[config.mk]
export PLATFORM = sky130hd
export DESIGN_NAME = pri_encoder_seq
export DESIGN_NICKNAME = d
export VERILOG_FILES = /design/src/rtl/enc_pkg.sv /design/src/rtl/prio_idx.sv /design/src/rtl/pri_encoder_seq.sv
export SDC_FILE = /design/constraint.sdc
export NUM_CORES = 1
export LEC_CHECK = 0
export CAP_MARGIN = 20
export CORE_UTILIZATION = 49
export CTS_CLUSTER_DIAMETER = 150
export DETAILED_ROUTE_END_ITERATION = 7
export GPL_ROUTABILITY_DRIVEN = 1
export PLACE_DENSITY = 0.82
export SYNTH_ARGS = -nofsm -noshare
export SYNTH_HDL_FRONTEND = slang
export SYNTH_SLANG_ARGS = --single-unit
[constraint.sdc]
create_clock -name clk -period 4.6 [get_ports clk]
set_input_delay 0.46 -clock clk [delete_from_list [all_inputs] [get_ports clk]]
set_output_delay 0.46 -clock clk [all_outputs]
set_load 0.01 [all_outputs]
[src/rtl/enc_pkg.sv]
// Shared types and helpers for the sequential priority encoder.
package enc_pkg;

    typedef enum logic {
        IDLE  = 1'b0,
        DRAIN = 1'b1
    } enc_state_t;

    function automatic int clog2(input int v);
        int r;
        for (r = 0; (1 << r) < v; r++) begin
        end
        return r;
    endfunction

endpackage

[src/rtl/prio_idx.sv]
// Combinational find-first-set over a request vector.
// Scan direction: LSB-first by default, MSB-first when ENC_MSB_FIRST_EN is defined.
module prio_idx
    import enc_pkg::*;
#(
    parameter int N = 8,
    parameter int W = clog2(N)
) (
    input  logic [N-1:0] vec,
    output logic [W-1:0] idx,
    output logic         one_left
);

    always_comb begin
        idx = '0;
`ifdef ENC_MSB_FIRST_EN
        for (int i = 0; i < N; i++) begin
            if (vec[i]) idx = W'(i);
        end
`else
        // Scan downwards so the lowest set bit is the final (winning) assignment.
        for (int i = N - 1; i >= 0; i--) begin
            if (vec[i]) idx = W'(i);
        end
`endif
    end

    // Clearing the lowest set bit leaves zero iff at most one bit was set.
    assign one_left = ((vec & (vec - N'(1))) == '0);

endmodule

[src/rtl/pri_encoder_seq.sv]
// Sequential priority encoder: accepts an N-bit request vector and emits one index per beat.
// Build option ENC_MSB_FIRST_EN (in prio_idx) makes the MSB highest priority.
module pri_encoder_seq
    import enc_pkg::*;
#(
    parameter int N = 8,
    parameter int W = clog2(N)
) (
    input  logic         clk,
    input  logic         rst,
    input  logic [N-1:0] din,
    input  logic         din_valid,
    output logic         din_ready,
    output logic [W-1:0] y,
    output logic         y_valid,
    input  logic         y_ready,
    output logic         last,
    output logic         none,
    output enc_state_t   state
);

    // Handshakes: a transfer happens on a rising edge where valid and ready are both high;
    // valid never depends on ready, and an offered beat holds stable until it is taken.

    logic [N-1:0] pending;
    logic [W-1:0] idx;
    logic         one_left;
    logic [N-1:0] clr_mask;

    prio_idx #(.N(N), .W(W)) u_prio_idx (
        .vec      (pending),
        .idx      (idx),
        .one_left (one_left)
    );

    assign y_valid   = (state == DRAIN);
    assign y         = y_valid ? idx : '0;
    assign last      = y_valid & one_left;
    assign none      = y_valid & (pending == '0);
    assign din_ready = (state == IDLE) | (y_valid & y_ready & last);
    assign clr_mask  = N'(1) << idx;

    always_ff @(posedge clk) begin
        if (rst) begin
            state   <= IDLE;
            pending <= '0;
        end else if (din_valid && din_ready) begin
            // Covers both IDLE and the zero-bubble reload on a last beat.
            pending <= din;
            state   <= DRAIN;
        end else if (y_valid && y_ready) begin
            pending <= pending & ~clr_mask;
            if (last) state <= IDLE;
        end
    end

endmodule

# After elaboration in Yosys (flattened, before gate mapping)
# Index checks and enable logic that the tools add are counted.
totals:
  output_inout_bits: 8
  elab_cells: 34
  inputBits: 12
  ff_bits: 9
op_classes:
  muxes: 14
  n_reduce_logical: 7
  shifts: 1
  bitwise: 9
  n_addsub: 1
op_table:
  columns: ["op", "n"]
  rows:
  - ["two-way mux 3 bit", 9]
  - ["AND 8 bit", 2]
  - ["logical NOT 8 bit", 2]
  - ["two-way mux 8 bit", 2]
  - ["inverter 8 bit", 1]
  - ["left shift 1 x 3 -> 8 bit, first input constant", 1]
  - ["subtractor 8 x 1 -> 8 bit, second input constant", 1]
  - ["AND 1 bit", 4]
  - ["nonzero test 2 bit", 2]
  - ["two-way mux 1 bit", 3]
  - ["logical AND 1 bit", 2]
  - ["AND reduction 2 bit", 1]
  - ["inverter 1 bit", 1]
  - ["OR 1 bit", 1]

# Depth between registers and ports, before layout
logic_depth:
  depth_word: 13
  mapped_depth: 6

# Cells and area by module
# A second synthesis with hierarchy kept.
hier_totals:
  cells_unflattened: 79
  area_unflattened_um2: 643.1
by_module_without_submodules:
  columns: ["mod", "cells_per_inst", "n_inst", "area_per_inst_um2", "seq_area_each_um2"]
  rows:
  - ["pri_encoder_seq", 57, 1, 508.0, 180.2]
  - ["prio_idx", 22, 1, 135.1, 0.0]

# Worst setup path after synthesis
# OpenSTA, ideal clock, no wires.
synth_path:
  path_type: "register to output"
  startpoint: "reg pending[0]"
  endpoint: "out last"
  stages_incl_launch_ff: 6
  arrival_time_ns: 1.716
  setup_slack_ns: 2.424
  path_cell_list: "dfxtp_1 buf_6 or4_4 a2111oi_4 a211o_1 and3_1"
synth_via:
  elab_chain_cells: 4
synth_rtl:
  columns: ["item", "line", "text"]
  rows:
  - ["start, declared", "pri_encoder_seq.sv:25", "logic [N-1:0] pending;"]
  - ["start signal, assigned", "pri_encoder_seq.sv:49", "pending <= din;"]
  - ["start signal, assigned", "pri_encoder_seq.sv:52", "pending <= pending & ~clr_mask;"]
  - ["subtractor 8 x 1 -> 8 bit", "prio_idx.sv:29", "assign one_left = ((vec & (vec - N'(1))) == '0);"]
  - ["AND 8 bit (*)", "prio_idx.sv:29", null]
  - ["logical NOT 8 bit (*)", "prio_idx.sv:29", null]
  - ["AND 1 bit (*)", "pri_encoder_seq.sv:38", "assign last = y_valid & one_left;"]
  - ["end, declared", "pri_encoder_seq.sv:17", "output logic last,"]
# Every way passes the cells marked *; elsewhere a longest branch is shown, timed or not.

# Final worst setup path
layout_path:
  startpoint: "reg pending[1]"
  endpoint: "out last"
# The elaborated chain is that of the path after synthesis.

==> impl_metrics.py <==
metrics = {
    "timing": {
        "max_slew_margin": 0.664,
        "max_freq_ghz": 0.336,
        "finalCritPeriodShare": 0.647,
        "worst_pin_slew_ns": 0.504,
        "setup_viol": 0,
        "final-hold-violation-count": 0,
        "finalMaxSlewViolations": 0,
        "skew_ns": 0.00243,
        "period_needed_ns": 2.98,
        "whs_ns": 0.580,
        "postLayoutSetupSlackWorst_ns": 1.62,
        "timing.setup.tns_ns": 0,
        "rsz0062_at_grt": "no",
    },
    "cts": {
        "clk_pin_slew_ns": 0.06,
        "cts_resized": 0,
        "cts_buffer_depth": 2,
        "cts_root_buf": "clkbuf_4",
        "numClockSinks": 9,
        "post_cts_buffers": 0,
        "clk_latency_ns": 0.26,
        "cts_buffers": 3,
        "tritoncts": "built",
        "cts_hold_buffers": 0,
        "cts_max_level": 1,
    },
    "synthesis": {
        "yosys.area_share.simple": 0.276,
        "synth_flop_cell": "dfxtp_1",
        "synth_xor_area_frac": 0,
        "synthCells": 86,
        "ys_types": 36,
        "synth_mux_area_frac": 0.0144,
        "synthArstFlopShare": 0,
        "netlist_area_um2": 697,
        "synth-seq-cells": 9,
        "synth_seq_area_share": 0.259,
        "syn_avg_cell_area_um2": 8.10,
        "synth_edf_count": 0,
        "synth_compound_area_frac": 0.361,
        "synthAdderAreaFrac": 0,
        "syn_nets": 98,
        "yosysWarnings": 0,
        "synth_top_family_by_area": "compound AO/OA/AOI/OAI gates",
    },
    "cells_and_area": {
        "final_layout_size_suffix_gt1_frac": 0.115,
        "final_core_util": 0.666,
        "nNetsFinal": 117,
        "diodes": 0,
        "synthToLayoutAreaGrowth_pct": 25.9,
        "fillCellCount": 128,
    },
    "power": {
        "p_per_area_nw_per_um2": 294,
        "leakage_nw": 0.321,
        "peakVddDrop_v": 0.000190,
        "power.total_mw": 0.258,
    },
    "grt": {
        "grt_use_total": 0.254,
        "grt_max_degree": 11,
        "grt_pass1_vias": 631,
        "antenna_found_initial": 0,
        "grt_pass1_wl_mm": 2.67,
        "grt_overflow": 0,
    },
    "worst_setup_path": {
        "critPathLaunchType": "flop",
        "cp.required_ns": 4.14,
        "worstPathArrival_ns": 2.52,
        "regToRegStartpoint": "pending[1]",
        "path_max_fanout": 10,
        "crit_path_end_kind": "primary output",
        "reg2regPathDepth": 5,
        "rrSetupSlack_ns": 2.62,
        "critPathKind": "flop to primary output",
        "r2r-end": "pending[2]",
    },
    "die": {
        "dieArea_um2": 1580,
        "rows": 13,
        "die_w_um": 39.7,
        "die_height_um": 39.7,
        "initial_core_util": 0.529,
        "core_um2": 1320,
        "io_pins": 20,
    },
    "flow_run": {
        "cap_violations": 0,
    },
    "placed_design": {
        "portBuffers": 19,
        "place_hpwl_mm": 1.32,
        "gp_congestion": 0.883,
        "dp_slack_ns": 1.92,
    },
    "drt": {
        "avgRoutedWirePerCell_um": 14.2,
        "route.detailed.drc": 0,
        "ant_nets": 0,
        "drtIter0Drc": 16,
        "via_count": 749,
        "first_pass_iters": 4,
        "wirelength_mm": 1.69,
        "vias_per_cell": 6.29,
    },
    "min_path": {
        "holdCritStartpoint": "pending[7]",
        "hold_class": "flop to flop",
        "whs_endpoint": "pending[7]",
        "hold_depth": 2,
    },
    "status": {
        "status": "completed",
    },
}
power by group:
part           internal, mW  leakage [nW]  switching [mW]
logic                0.0499         0.232          0.0455
registers            0.0847        0.0743          0.0151
clock network        0.0335        0.0150          0.0293
final cells by class:
class / count / area (um2) / share of cell area
Clock buffer: 4 / 26.3 / 0.0300
Tap cell: 15 / 18.8 / 0.0214
Inverter: 2 / 7.51 / 0.00856
Multi-Input combinational cell: 70 / 454 / 0.518
Timing Repair Buffer: 19 / 190 / 0.217
Sequential cell: 9 / 180 / 0.205
worst max-delay path, cell delays in order (launching register included):
cell and delay, ns:
dfxtp_1 0.40, or4_4 0.55, a2111oi_4 0.43, a211o_1 0.19
and3_1 0.15, clkdlybuf4s50_1 0.52
sequential cells by signal (all words and copies together) (netlist names):
| name | flops |
|---|---|
| state | 1 |
| pending | 8 |
Yosys cell counts (2+ instances only):
cell type / instances / area share
a21oi_1: 10 / 0.072
dfxtp_1: 9 / 0.26
nor2_1: 9 / 0.048
nand3_1: 2 / 0.014
nand4_1: 5 / 0.045
nand2_1: 6 / 0.032
o21ai_0: 8 / 0.057
a211o_2: 2 / 0.029
nor3_1: 4 / 0.029
nand3b_1: 2 / 0.022
inv_1: 2 / 0.011
buf_6: 3 / 0.048
placed cells by master (no fill, tap or decap), types with 2 or more instances in the layout:
cell             instances
inv_1                    2
a21oi_1                 10
clkdlybuf4s50_1         19
nand3b_1                 2
o21ai_0                  8
nor2_1                   9
clkbuf_4                 3
nand3_1                  2
nand2_1                  6
nor3_1                   4
a211o_2                  2
dfxtp_1                  9
nand4_1                  5
routing by layer:
metal	wire length [um]	up-vias	global-route usage
met3	99	2	0.0284
li1	-	364	-
met1	742	344	0.314
met2	828	39	0.414
met5	0	-	0
met4	21	0	0.155
how the worst max path moves through the flow:
stage / start / end / slack (ns)
after detailed placement: pending[0] / last / 1.92
after global routing: pending[1] / last / 1.50
after global placement: pending[0] / last / 1.95
after CTS: pending[0] / last / 1.62
after floorplan: pending[0] / last / 2.42
final: pending[1] / last / 1.62
per-stage QoR:
step / cells / cell area [um2]
after floorplan: 86 / 697
after global placement: 115 / 851
after detailed placement: 115 / 851
after CTS: 119 / 877
after global routing: 119 / 877
final: 119 / 877
logic make-up after synthesis:
| group | count (synthesis) |
|---|---|
| AO/OA/AOI/OAI | 33 |
| buffers and inverters | 7 |
| flip-flops | 9 |
| multiplexers | 1 |
| AND/OR/NAND/NOR | 36 |
No activity file was read; power rests on OpenSTA's default activity.
==> edit 1 (same flow settings) <==
Make the reset (`rst`) asynchronous in one clocked block.
--- a/src/rtl/pri_encoder_seq.sv
+++ b/src/rtl/pri_encoder_seq.sv
@@ -40,7 +40,7 @@
     assign din_ready = (state == IDLE) | (y_valid & y_ready & last);
     assign clr_mask  = N'(1) << idx;
 
-    always_ff @(posedge clk) begin
+    always_ff @(posedge clk or posedge rst) begin
         if (rst) begin
             state   <= IDLE;
             pending <= '0;
Behaviour: differs if rst is asserted again (counterexample within 4 cycles, from zero or initial values and one cycle with rst high); with rst held inactive, the same outputs for 10 cycles.
==> edit 1 against the original RTL <==
Synthesized cell count decreased by 3.5%; sequential cell count did not move; utilization down 0.61 points; sequential share of layout area up 5.7 points; cell area shrank 2.1%; critical path type unchanged; die area decreased by 1.6%; synthesized area shrank 1.6%; routed wire length down 4.6%; setup slack lost 0.12 ns.
Power is not compared: it rests on default switching activity, and its combinational part moved more than twofold at a synthesized area within 25%.
==> edit 1: results (changes against the original RTL) <==
| Metric | Value |
|---|---|
| Pin count of the biggest net entering global routing | `13 (+2)` |
| Metal-1 WL | `768 microns (+3.5%)` |
| Mean routed wirelength per cell | `14.7 microns (+3.3%)` |
| Asr flop ratio synth | `100% (+100 points)` |
| Most instantiated cells after synthesis | `dfrtp_1 (9), o21ai_0 (8), a21oi_1 (6), nand2_1 (6)` |
| Reg2reg end | `pending[2]` |
| Layout cells sized above 1 | `8.42% (-3.1 points)` |
| Met2 routed WL | `749 microns (-9.5%)` |
| Critical Path AT | `2.63 ns (+0.11 ns)` |
| RR Startpoint | `pending[1]` |
| Setup Skew | `0.00112 ns (-0.00131 ns)` |
| Hold Crit Class | `input port to asynchronous set/reset pin` |
| Synthesized Nets | `95 (-3.1%)` |
| Crit-path max FO | `9 (-1)` |
| Gr usage total | `24.0% (-1.4 points)` |
| Post-synthesis sequential area ratio | `32.8% (+7.0 points)` |
| CP peak stage delay | `0.60 ns (+0.05 ns)` |
| Yosys cell types | `38 (+5.6%)` |
| Status | `completed` |
| Post-Synth Adder-Cell Area | `1.64% (+1.6 points)` |
| First-pass GRT wire length | `2460 microns (-7.8%)` |
| Top FF cell, synth | `dfrtp_1` |
| Worst Max-Slew Pin Slew | `0.731 ns (+0.227 ns)` |
| Hold_ws | `0.459 ns (-0.121 ns)` |
| Vias in the first global route | `547 (-13%)` |
| Initial DRT Pass Iterations | `6 (+2)` |
| Routed wl met3 | `97 microns (-2.0%)` |
edit 1: cell types whose count changed after synthesis, moves of 4 or more:
cell,delta
clkbuf_1,+5
nor2_1,-4
nand4_1,-4
dfrtp_1,+9
dfxtp_1,-9
a21oi_1,-4
edit 1: kinds of logic after synthesis:
kind of cell | count (synthesis)
compound gates | 30
simple gates | 27
mux | 2
buf+inv | 14
fa+ha+maj | 1
flops | 9
edit 1: per-stage QoR:
stage / worst slack, ns / instances / cell area [sq um]
after CTS: 1.50 / 110 / 858
final: 1.51 / 110 / 858
after detailed placement: 1.81 / 106 / 832
after global placement: 1.85 / 106 / 832
after global routing: 1.42 / 110 / 858
after floorplan: 2.36 / 83 / 686
edit 1: area by class of cell:
class | count | area [sq um]
fill | 133 | 443
multi-input combinational | 60 | 387
sequential | 9 | 225
timing repair buffer | 19 | 190
clock buffer | 4 | 26.3
tap | 15 | 18.8
inverter | 3 | 11.3
edit 1: layer usage:
metal  GRT usage (%)  up-vias
met3            6.82        0
met5               0        -
met1            32.4      338
met2            36.1       27
met4            7.76        0
li1                -      334
edit 1: how the worst max path moves through the flow:
stage                           from   endpoint  slack (ns)  cells after the start
after floorplan           pending[1]       last        2.36                      5
after global placement    pending[1]  din_ready        1.85                      5
after detailed placement  pending[1]  din_ready        1.81                      5
after CTS                 pending[1]  din_ready        1.50                      5
after global routing      pending[1]  din_ready        1.42                      5
final                     pending[1]  din_ready        1.51                      5
edit 1: report_power, final:
group	internal [uW]	total, uW	switching [uW]
logic	211	384	173
clock network	33.5	62.9	29.3
registers	111	193	82.0
edit 1: worst register-to-register path: stages (launching register included):
cell and delay, ns:
dfrtp_1 0.47, nor4_1 0.59, nand4b_1 0.17, a21boi_1 0.35
or2_2 0.29, o311ai_0 0.16
==> edit 2 (same flow settings) <==
Made on the original files. `N` is set to 8 in 2 places; all go to 16.
--- a/src/rtl/prio_idx.sv
+++ b/src/rtl/prio_idx.sv
@@ -3,7 +3,7 @@
 module prio_idx
     import enc_pkg::*;
 #(
-    parameter int N = 8,
+    parameter int N = 16,
     parameter int W = clog2(N)
 ) (
     input  logic [N-1:0] vec,
--- a/src/rtl/pri_encoder_seq.sv
+++ b/src/rtl/pri_encoder_seq.sv
@@ -3,7 +3,7 @@
 module pri_encoder_seq
     import enc_pkg::*;
 #(
-    parameter int N = 8,
+    parameter int N = 16,
     parameter int W = clog2(N)
 ) (
     input  logic         clk,
Interface: changed (resized din and y); port bits go from 20 to 29. The function was not compared with the original's and may differ.
==> edit 2 against the original RTL <==
Count of clock-buffer cells in the layout shrank 1; non-clock buffer count grew 9; synthesized area grew 74%; first-iteration DRC count grew to 4.8 times the old value; sequential cell count grew 8; setup slack lost 0.57 ns; routed wire length grew 100%; synthesized cell count grew 78%; total power grew 100%; via count grew 77%; sequential share of layout area grew 2.2 points; cell area grew 71%; critical path type unchanged.
==> edit 2: results (changes against the original RTL) <==
| Metric | Value |
|---|---|
| Status | `completed` |
| Met2 usage in global routing | `43.3% (+1.9 points)` |
| First-pass GRT wire length | `5620 microns (+110%)` |
| Synthesized Nets | `173 (+77%)` |
| Initial drt markers | `77 (+61)` |
| Vias/cell | `6.56 (+4.3%)` |
| CTS HTree Levels | `1 (unchanged)` |
| Post-synthesis sequential area ratio | `28.1% (+2.2 points)` |
| Most instantiated cells after synthesis | `dfxtp_1 (17), nand2_1 (16), nor2_1 (15)` |
| Pleak | `0.000533 uW (+66%)` |
| Routability Congestion | `0.957 (+8.3%)` |
| Worst Max-Slew Pin Slew | `0.658 ns (+0.154 ns)` |
| CTS Hold Bufs | `0 (unchanged)` |
| Setup Skew | `0.00174 ns (-0.000692 ns)` |
| Pin count of the biggest net entering global routing | `14 (+3)` |
| Hold Crit Class | `flop to flop` |
| Top flop regs | `pending (16), state (1)` |
| Root buffer cell | `clkbuf_4` |
| Input/output buffers | `28 (+9)` |
| Met3 GRT Util | `8.48% (+5.6 points)` |
| Mean Syn Cell Area | `7.92 sq um (-2.3%)` |
| Met2 routed WL | `1440 microns (+74%)` |
| Met1 usage | `39.4% (+8.0 points)` |
| Post-DP HPWL | `2600 microns (+97%)` |
| Max Used Layer | `met4` |
| CP peak stage delay | `0.60 ns (+0.05 ns)` |
| Final WL | `3460 microns (+100%)` |
| Maximum vdd drop | `0.255 mV (+35%)` |
| Initial DRT Pass Iterations | `8 (+4)` |
| Resized cells post-CTS | `0 (unchanged)` |
| Vias in the first global route | `1162 (+84%)` |
| Initial antenna violation count | `0 (unchanged)` |
| Nets | `195 (+67%)` |
| Worst-case clock buffer depth | `2 (unchanged)` |
| Critical Path AT | `3.08 ns (+0.56 ns)` |
| Post-CTS Setup Bufs | `0 (unchanged)` |
| Layout cells sized above 1 | `12.1% (+0.53 points)` |
| Metal-1 WL | `1550 microns (+110%)` |
| Top area cells in the synthesized netlist | `dfxtp_1 (28%), a32o_1 (5.8%), nand2_1 (5.0%)` |
| CTS Buf Count | `3 (unchanged)` |
| Filler cells | `206 (+61%)` |
| Top FF cell, synth | `dfxtp_1` |
| Worst-path clk slew | `0.10 ns (+0.04 ns)` |
| Insertion delay to the later sink of the worst-skew pair | `0.29 ns (+0.03 ns)` |
| Routed wl met3 | `406 microns (+310%)` |
| Slowest cell on the critical path | `or4_4` |
| Asr flop ratio synth | `0% (unchanged)` |
| Diode count | `0 (unchanged)` |
| Yosys cell types | `53 (+47%)` |
| Gr usage total | `28.2% (+2.8 points)` |
| Crit-path max FO | `9 (-1)` |
| YS warnings | `0 (unchanged)` |
| Vias | `1326 (+77%)` |
[edit 2: power by group]
group,internal [uW],switching (uW)
registers,163,32.8
logic,113,130
clock network,32.4,48.7
total,308,212
[edit 2: cell families (layout without fill, tap and decap cells)]
family	count (synthesis)	in the layout	share of synthesized area (%)
AO/OA/AOI/OAI	47	47	32.1
adder cells (fa/ha/maj)	3	3	2.58
buffers and inverters	16	37	6.20
flip-flops	17	17	28.1
multiplexers	1	1	0.826
AND/OR/NAND/NOR	69	69	30.2
[edit 2: per-stage QoR]
step / worst slack (ns) / area (sq um) / utilization (%) / power (uW)
2_1_floorplan: 2.02 / 1210 / - / 359
3_3_place_gp: 1.50 / 1470 / 64.6 / 435
3_5_place_dp: 1.41 / 1470 / 64.6 / 435
4_1_cts: 1.07 / 1500 / 65.8 / 516
5_1_grt: 0.932 / 1500 / 65.8 / 553
6_report: 1.06 / 1500 / 65.8 / 520
[edit 2: worst max-delay path: cells and delay by family, from the launching register on]
family / cells / cell delay, ns
AO/OA/AOI/OAI: 2 / 0.66
AND/OR/NAND/NOR: 4 / 1.19
flip-flops: 1 / 0.40
buffers and inverters: 1 / 0.54
[edit 2: path summary, 6_finish.rpt]
check                  start          to  slack (ns)  cells past startpoint
setup reg to reg  pending[0]  pending[2]        1.75                      7
setup / recovery  pending[0]   din_ready        1.06                      7
hold reg to reg   pending[6]  pending[6]        0.57                      2
hold / removal    pending[6]  pending[6]        0.57                      2
[edit 2: area by class of cell]
cell class	instances	share of cell area (%)
multi-input combinational	120	53.1
inverter	5	1.25
clock buffer	3	1.50
clock inverter	1	0.334
sequential	17	22.7
tap	28	2.34
timing repair buffer	28	18.7
